File: src/rtl/cfg_chain_loader_pkg.sv
// cfg_chain_loader_pkg: shared types and helpers for the synapse config chain loader.
// Provides the loader FSM state enum, the shift pass enum and the chain length function.
package cfg_chain_loader_pkg;
  typedef enum logic [2:0] {IDLE, FILL, SETUP, HIGH, DONE} state_t;
  typedef enum logic {LOAD, VERIFY} pass_t;
  function automatic int chain_len(input int num_syn, input int regs_per_syn);
    return num_syn * regs_per_syn;
  endfunction
endpackage

File: src/rtl/fp.sv
// fp: shared fixed-point word definitions.
// WORD_LENGTH is the config/data word width used across the codebase; fpType is the matching word type.
package fp;
  localparam int WORD_LENGTH = 16;
  typedef logic signed [WORD_LENGTH-1:0] fpType;
endpackage

File: src/rtl/cfg_phase_gen.sv
// cfg_phase_gen: CLK_DIV phase counter that times the SETUP and HIGH halves of each chain shift.
// Ports: clk, reset (sync, active-high); run (0 clears the counter), high (current half is HIGH);
// last_setup / last_high strobe on the final cycle of the corresponding half.
module cfg_phase_gen #(
  parameter int CLK_DIV = 4
) (
  input  logic clk,
  input  logic reset,
  input  logic run,
  input  logic high,
  output logic last_setup,
  output logic last_high
);
  localparam int CW = CLK_DIV > 1 ? $clog2(CLK_DIV) : 1;
  localparam logic [CW-1:0] TOP = CW'(CLK_DIV - 1);
  logic [CW-1:0] cnt_q, cnt_d;
  logic last;
  // Each half is exactly CLK_DIV cycles, so wrapping on the last cycle keeps the
  // counter aligned for the next half without any explicit restart.
  always_comb begin
    last = cnt_q == TOP;
    cnt_d = (!run || last) ? '0 : cnt_q + 1'b1;
    last_setup = run && !high && last;
    last_high = run && high && last;
  end
  always_ff @(posedge clk) cnt_q <= reset ? '0 : cnt_d;
endmodule

File: src/rtl/cfg_chain_loader.sv
// cfg_chain_loader: buffers L host words and shifts them into the synapse config chain, with optional verify pass.
// Ports: clk, reset (sync, active-high); start/verify_en begin a sequence; wr_valid/wr_data/wr_ready host
// word input; busy, done (1-cycle pulse), error/mismatch_idx (sticky first verify mismatch);
// cfg_data_clk/cfg_data_out drive the chain head, cfg_data_return is the chain tail.
module cfg_chain_loader
  import cfg_chain_loader_pkg::*;
#(
  parameter int WORD_WIDTH = fp::WORD_LENGTH,
  parameter int NUM_SYN = 8,
  parameter int REGS_PER_SYN = 3,
  parameter int CLK_DIV = 4,
  localparam int L = chain_len(NUM_SYN, REGS_PER_SYN),
  localparam int IW = $clog2(L)
) (
  input  logic                  clk,
  input  logic                  reset,
  input  logic                  start,
  input  logic                  verify_en,
  input  logic                  wr_valid,
  input  logic [WORD_WIDTH-1:0] wr_data,
  output logic                  wr_ready,
  output logic                  busy,
  output logic                  done,
  output logic                  error,
  output logic [IW-1:0]         mismatch_idx,
  output logic                  cfg_data_clk,
  output logic [WORD_WIDTH-1:0] cfg_data_out,
  input  logic [WORD_WIDTH-1:0] cfg_data_return
);
  localparam logic [IW-1:0] LAST = IW'(L - 1);
  state_t state_q, state_d;
  pass_t pass_q, pass_d;
  logic verify_q, verify_d;
  logic [IW-1:0] k_q, k_d;
  logic [WORD_WIDTH-1:0] wbuf_q [L];
  logic [WORD_WIDTH-1:0] wbuf_d [L];
  logic error_q, error_d;
  logic [IW-1:0] mismatch_idx_q, mismatch_idx_d;
  logic cfg_data_clk_q, cfg_data_clk_d;
  logic [WORD_WIDTH-1:0] cfg_data_out_q, cfg_data_out_d;
  logic last_setup, last_high;
  cfg_phase_gen #(.CLK_DIV(CLK_DIV)) u_phase (
    .clk       (clk),
    .reset     (reset),
    .run       (state_q == SETUP || state_q == HIGH),
    .high      (state_q == HIGH),
    .last_setup(last_setup),
    .last_high (last_high)
  );
  always_comb begin
    state_d = state_q;
    pass_d = pass_q;
    verify_d = verify_q;
    k_d = k_q;
    wbuf_d = wbuf_q;
    error_d = error_q;
    mismatch_idx_d = mismatch_idx_q;
    case (state_q)
      IDLE: if (start) begin
        state_d = FILL;
        verify_d = verify_en;
        error_d = 1'b0;
        mismatch_idx_d = '0;
        k_d = '0;
      end
      FILL: if (wr_valid) begin
        wbuf_d[k_q] = wr_data;
        k_d = k_q == LAST ? '0 : k_q + 1'b1;
        state_d = k_q == LAST ? SETUP : FILL;
        pass_d = LOAD;
      end
      // After the load pass the tail shows buf[k] just before the k-th verify edge.
      SETUP: if (last_setup) begin
        if (pass_q == VERIFY && cfg_data_return != wbuf_q[k_q] && !error_q) begin
          error_d = 1'b1;
          mismatch_idx_d = k_q;
        end
        state_d = HIGH;
      end
      HIGH: if (last_high) begin
        if (k_q != LAST) begin
          k_d = k_q + 1'b1;
          state_d = SETUP;
        end else if (pass_q == LOAD && verify_q) begin
          pass_d = VERIFY;
          k_d = '0;
          state_d = SETUP;
        end else begin
          state_d = DONE;
        end
      end
      DONE: state_d = IDLE;
      default: state_d = IDLE;
    endcase
    // Both chain outputs are registered from the next state so they align with it;
    // the data word only moves on SETUP entry, keeping it stable around the rising edge.
    cfg_data_clk_d = state_d == HIGH;
    cfg_data_out_d = (state_d == SETUP && state_q != SETUP) ? wbuf_q[k_d] : cfg_data_out_q;
  end
  always_ff @(posedge clk) begin
    wbuf_q <= wbuf_d;
    if (reset) begin
      state_q <= IDLE;
      pass_q <= LOAD;
      verify_q <= 1'b0;
      k_q <= '0;
      error_q <= 1'b0;
      mismatch_idx_q <= '0;
      cfg_data_clk_q <= 1'b0;
      cfg_data_out_q <= '0;
    end else begin
      state_q <= state_d;
      pass_q <= pass_d;
      verify_q <= verify_d;
      k_q <= k_d;
      error_q <= error_d;
      mismatch_idx_q <= mismatch_idx_d;
      cfg_data_clk_q <= cfg_data_clk_d;
      cfg_data_out_q <= cfg_data_out_d;
    end
  end
  assign wr_ready = state_q == FILL;
  assign busy = state_q != IDLE;
  assign done = state_q == DONE;
  assign error = error_q;
  assign mismatch_idx = mismatch_idx_q;
  assign cfg_data_clk = cfg_data_clk_q;
  assign cfg_data_out = cfg_data_out_q;
endmodule

File: config.mk
export PLATFORM = sky130hd
export DESIGN_NAME = cfg_chain_loader
export DESIGN_NICKNAME = d
export VERILOG_FILES = /design/src/rtl/cfg_chain_loader_pkg.sv /design/src/rtl/fp.sv /design/src/rtl/cfg_phase_gen.sv /design/src/rtl/cfg_chain_loader.sv
export SDC_FILE = /design/constraint.sdc
export NUM_CORES = 1
export LEC_CHECK = 0
export ABC_CLOCK_PERIOD_IN_PS = 5380
export CAP_MARGIN = 10
export CORE_MARGIN = 5
export CORE_UTILIZATION = 62
export CTS_CLUSTER_DIAMETER = 60
export DETAILED_ROUTE_END_ITERATION = 8
export PLACE_DENSITY = 0.83
export SYNTH_ARGS = -nofsm -noshare
export SYNTH_HDL_FRONTEND = slang
export SYNTH_SLANG_ARGS = --single-unit
export TNS_END_PERCENT = 5
File: constraint.sdc
create_clock -name clk -period 5.38 [get_ports clk]
set_clock_uncertainty 0.15 [all_clocks]
set_input_delay 1.076 -clock clk [delete_from_list [all_inputs] [get_ports clk]]
set_output_delay 1.076 -clock clk [all_outputs]
set_load 0.005 [all_outputs]
# Yosys cells after proc, flatten, opt, wreduce, memory -nomap -nowiden
# Cells that the tools add are included.
# totals
wordCells	119
reg_bits	419
input_bits	37
out_inout_bits	26
# classes
muxes	37
n_addsub	2
bitwise	3
order_cmp	3
n_reduce_logical	23
eq_ne	18
# op_table
op	n
$bwmux 384	1
$bmux 16 s5	2
$demux 16 s5	1
$mux 16	5
$mux 5	9
$mux 3	6
$ne 16x16->1	1
$pmux 5 s3	1
$eq 3x2->1 const B	4
$ge 6x6->1 const B	2
$ne 2x2->1 const B	6
$not 5->6	2
$pmux 3 s4	1
$pmux 5 s2	1
$logic_and 1x1->1	9
$mux 1	7
$lt 6x1->1 const B	1
$add 5x1->5 const B	1
$eq 5x5->1 const B	1
$ne 5x5->1 const B	1
$reduce_and 5->1	1
$pmux 1 s2	2
$reduce_and 2->1	2
$reduce_and 4->1	1
14 further kinds	18

# Longest topological paths before layout
# logic_depth
depth_word	10
mapped_depth	13
mapped_depth_nobuf	9

# Hierarchy
# Synthesis repeated with hierarchy kept, for this count alone.
# unflattened
cells_unflattened	1627
area_unflattened_um2	20678.6
# by_module_without_submodules
module	instances	cells_per_inst	area_each_um2	seq_area_each_um2
cfg_chain_loader	1	1620	20583.5	12191.7
cfg_phase_gen	1	7	95.1	40.0

# Least setup slack after synthesis
# Ideal clock, no wire load.
# synth_timing
path_type	register -> register
start	reg k_q[1]
end	reg cfg_data_out_q[14], in the netlist cfg_data_out[14]
path_buffers	6
t_required_ns	5.111
path_slack_ns	1.960
arrival_ns	3.151
setup_time_ns	0.119
path_stages_with_launch	14
period_less_slack_ns	3.420
cell_sequence	dfxtp_1 > buf_6 > buf_2 > buf_2 > buf_1 > inv_1 > ha_1 > a22oi_1 > buf_2 > clkbuf_1 > mux2i_1 > o211ai_1 > o41ai_1 > o221a_2
# synth_between
elab_chain_len	8
elab_cells_between_ends	21
cone_classes	add/sub: 1; eq/ne: 3; mux: 15; bitwise: 1; reduce/logical: 1
# synth_rtl
element	line	source
from (decl)	cfg_chain_loader.sv:34	logic [IW-1:0] k_q, k_d;
from (signal assigned)	cfg_chain_loader.sv:115	k_q <= k_d;
$add 5x1->5, or another cell as far along	cfg_chain_loader.sv:68, cfg_chain_loader.sv:82	
$mux 5 (on tied branches)	cfg_chain_loader.sv:81, cfg_chain_loader.sv:68	
$mux 5 (on tied branches)	cfg_chain_loader.sv:80, cfg_chain_loader.sv:66	
$pmux 5 s3	cfg_chain_loader.sv:58	case (state_q)
$not 5->6 (not written as such)	cfg_chain_loader.sv:98	cfg_data_out_d = (state_d == SETUP && state_q != SETUP) ? wbuf_q[k_d] : cfg_data_out_q;
$bmux 16 s5	cfg_chain_loader.sv:98	
$mux 16 (not written as such) (2 in series)	cfg_chain_loader.sv:98	
to (signal assigned)	cfg_chain_loader.sv:119	cfg_data_out_q <= cfg_data_out_d;
to (decl)	cfg_chain_loader.sv:40	logic [WORD_WIDTH-1:0] cfg_data_out_q, cfg_data_out_d;
# Parallel ways exist; a longest one is shown, timed or not. The select of a mux whose other input is x is not followed.
# A chain may end at the register's enable or synchronous reset.

# Worst setup path after layout
# layout_timing
start	reg k_q[0]
end	reg cfg_data_out_q[2], in the netlist cfg_data_out[2]
# Same word-level chain as after synthesis.

==> out/qor.csv <==
stage;metric;value;unit
grt;initial antenna violation count;0;
clock_network;worst skew pair latency;550;ps
run;max-cap violations;0;
setup_path;reg2reg start;k_q[0]$_SDFF_PP0_;
setup_path;CP Max Fanout;25;
sta;final setup vio count;0;
grt;pin count of the biggest net entering global routing;82;
detailed_routing;First-pass DRT Iterations;6;
floorplanning;I/O Pins;63;
synth;FF+latch count, synth;419;
clock_network;CTS tree;built;
detailed_routing;Routed WL;56900;µm
sta;Fmax;221;MHz
sta;post-route minimum period;4520;ps
hold_path;Hold Path Class;flip-flop to flip-flop;
final_layout;Final nets;1539;
clock_network;post-CTS sizing;0;
power;Seq pwr share;50.5;%
detailed_routing;antenna viol nets, final;0;
final_layout;P&R area growth vs syn;12.8;%
final_layout;most common cell after layout, fill and taps aside;edfxtp_1;
setup_path;end of the worst register-to-register path;cfg_data_out[2]$_SDFFE_PP0P_;
grt;number of global-route vias before repair;13841;
synth;FFs w/ async S/R, synth;0;%
grt;first-pass GRT wire length;84500;µm
detailed_routing;First DRT Iteration DRCs;1794;
sta;Hold WS;291;ps
detailed_routing;# DRC;0;
setup_path;last element of the critical path;cfg_data_out[2]$_SDFFE_PP0P_;
power;Cell Pwr Density;310;nW/µm²
final_layout;# diodes;0;
sta;Final Max Tran Viols;0;
setup_path;Reg2Reg Setup Slack;860;ps
power;Internal;5.54;mW
clock_network;CTS Buf Count;44;
floorplanning;DIE WIDTH;191;µm
sta;Fin. Hold Viols;0;
synth;Mapped Nets;1501;
synth;EDFF count, synth;384;
setup_path;CP Launch Point;k_q[0]$_SDFF_PP0_;
placement;Port Buffers;62;
power;sw frac;21.7;%
sta;RSZ-0062 raised after global routing;false;
power;leak pwr;7.19;nW
synth;synthesized instance count;1459;
clock_network;Hold-fix buffers, CTS;0;
clock_network;clk buf depth;3;
setup_path;Crit path arrival time;4850;ps
floorplanning;total core area;32400;µm²
floorplanning;Die ar.;36400;µm²
clock_network;Root Driver;clkbuf_16;
floorplanning;num rows;66;
sta;worst setup slack after layout;857;ps
setup_path;path depth of the worst reg2reg path;9;
placement;global placement routability congestion;0.934;
final_layout;layout cells sized above 1;14.0;%
placement;Final HPWL DP;36600;µm
synth;synth warn;0;
detailed_routing;Routed wire per std cell;28.8;µm
power;combinational power share;6.9;%
final_layout;commonest non-fill, non-tap cells in the layout;edfxtp_1 (384), mux2i_1 (284), nand2_1 (98), o22ai_1 (62), clkdlybuf4s50_1 (62);
setup_path;CP Launch Type;flip-flop;
power;IR drop worst, VDD;0.000287;V
power;switching power;1.54;mW
clock_network;Sink Count;419;
status;status;finished clean;
floorplanning;Die Y-Extent;191;µm
setup_path;element type at the critical path end;flip-flop;
synth;synthesized area;20200;µm²
final_layout;filler cell count;2139;
detailed_routing;routed via count;13947;
grt;GRT overflow;0;
sta;TNS Setup;0;ps
setup_path;Worst EP required;5710;ps
setup_path;critical path class;flip-flop to flip-flop;
placement;Setup WS pre-CTS;572;ps
sta;final worst-path cycle share;84.1;%
power;Clock Power Share;42.6;%
grt;GRT Total Usage;31.0;%
detailed_routing;via/cell ratio;7.07;
sta;Rel. slew slack;15.9;%
clock_network;H-tree Lvls;2;
floorplanning;Starting Density;62.5;%
synth;syn_area_per_cell;13.9;µm²
sta;Slew @ Worst Pin;1260;ps
synth;register area share after synthesis;60.4;%
clock_network;Post-CTS Setup Bufs;0;
synth;Unique masters post-synth;65;
synth;ys flop type;edfxtp_1;
clock_network;Clk pin slew, worst setup/hold paths;60;ps
==> Yosys cell counts, types with 4 or more instances <==
cell type	instances	area share, %
a22oi_1	9	0.33
nand3_1	25	0.62
dfxtp_1	35	3.5
a31oi_1	13	0.40
nor2_1	46	0.85
nor3_1	10	0.25
nand2b_1	5	0.15
clkbuf_1	57	1.1
and4_1	7	0.30
a211oi_1	37	1.4
o221ai_1	16	0.69
mux2_2	37	2.1
buf_4	5	0.19
buf_2	47	1.2
inv_1	11	0.20
and3_1	5	0.15
edfxtp_1	384	57
and2_1	4	0.12
buf_1	6	0.11
o221a_2	16	0.89
o41ai_1	17	0.74
a311oi_1	16	0.69
mux4_2	28	3.1
nand2_1	98	1.8
ha_1	5	0.31
nor2b_1	36	1.1
o211ai_1	17	0.63
o22ai_1	62	1.9
o21ai_0	10	0.25
mux2i_1	284	14
nor4_1	10	0.31
a21oi_1	34	0.84
or3_1	4	0.12
nand4b_1	5	0.22
o21ai_1	10	0.25
xnor2_1	5	0.22
==> sequential cells by signal, indices dropped and copies added, names as in the netlist <==
name           flops
wbuf_q           384
error              1
pass_q             1
u_phase.cnt_q      2
mismatch_idx       5
cfg_data_out      16
cfg_data_clk       1
state_q            3
k_q                5
verify_q           1
==> critical path, cell delays in order, from the launching register on <==
cell,delay [ps]
dfxtp_2,370
buf_4,290
ha_1,370
and4b_1,310
nor3_1,430
nor3b_1,230
a211o_1,710
nand2_1,740
o41ai_1,600
o221a_2,260
==> power by group through the flow <==
stage	registers [mW]	clock network (mW)	logic (mW)
2_1_floorplan	3.63	0	0.310
3_3_place_gp	3.64	0	0.465
3_5_place_dp	3.64	0	0.473
4_1_cts	3.57	3.03	0.477
5_1_grt	3.57	3.19	0.511
6_report	3.57	3.02	0.489
==> per-stage QoR <==
step	total power [mW]	util (%)	cell area, µm²	std cells
floorplan	3.94	-	20200	1459
global placement	4.10	66.1	21400	1893
detailed placement	4.11	66.1	21400	1893
CTS	7.08	70.5	22800	1973
global route	7.26	70.5	22800	1973
finish	7.07	70.5	22800	1973
==> kinds of logic (layout without fill, tap and decap cells) <==
logic type      count (synthesis)  after routing  share of synthesized area [%]
flops                         419            419                           60.4
mux                           350            350                           19.3
simple gates                  279            279                           7.13
compound gates                274            274                           9.84
buf+inv                       127            199                           2.78
fa+ha+maj                       5              5                          0.309
xor+xnor                        5              5                          0.216
==> how the worst min path moves through the flow <==
stage / startpoint / end / slack (ps) / cells after the start
2_1_floorplan: u_phase.cnt_q[0]$_SDFF_PP0_ / u_phase.cnt_q[0]$_SDFF_PP0_ / 260 / 1
3_3_place_gp: u_phase.cnt_q[0]$_SDFF_PP0_ / u_phase.cnt_q[0]$_SDFF_PP0_ / 270 / 1
3_5_place_dp: u_phase.cnt_q[0]$_SDFF_PP0_ / u_phase.cnt_q[0]$_SDFF_PP0_ / 280 / 1
4_1_cts: u_phase.cnt_q[0]$_SDFF_PP0_ / u_phase.cnt_q[0]$_SDFF_PP0_ / 290 / 1
5_1_grt: u_phase.cnt_q[0]$_SDFF_PP0_ / u_phase.cnt_q[0]$_SDFF_PP0_ / 310 / 1
6_report: u_phase.cnt_q[0]$_SDFF_PP0_ / u_phase.cnt_q[0]$_SDFF_PP0_ / 290 / 1
==> per-layer routing <==
layer  up-vias  wire, µm  GRT usage (%)
met5         -         0              0
met4         0      4130           17.7
met3       232      5560           5.46
met2       974     27100           51.1
met1      6844     20100           39.0
li1       5897         -              -
==> final cells by class <==
| class | count | area [µm²] | share of cell area (%) |
|---|---|---|---|
| sequential | 419 | 12200 | 53.6 |
| multi-input combinational | 913 | 7510 | 32.9 |
| clock buffer | 59 | 1180 | 5.16 |
| timing repair buffer | 108 | 1050 | 4.62 |
| tap | 442 | 553 | 2.42 |
| clock inverter | 21 | 248 | 1.09 |
| inverter | 11 | 41.3 | 0.181 |
No activity file was read; power rests on OpenSTA's default activity.
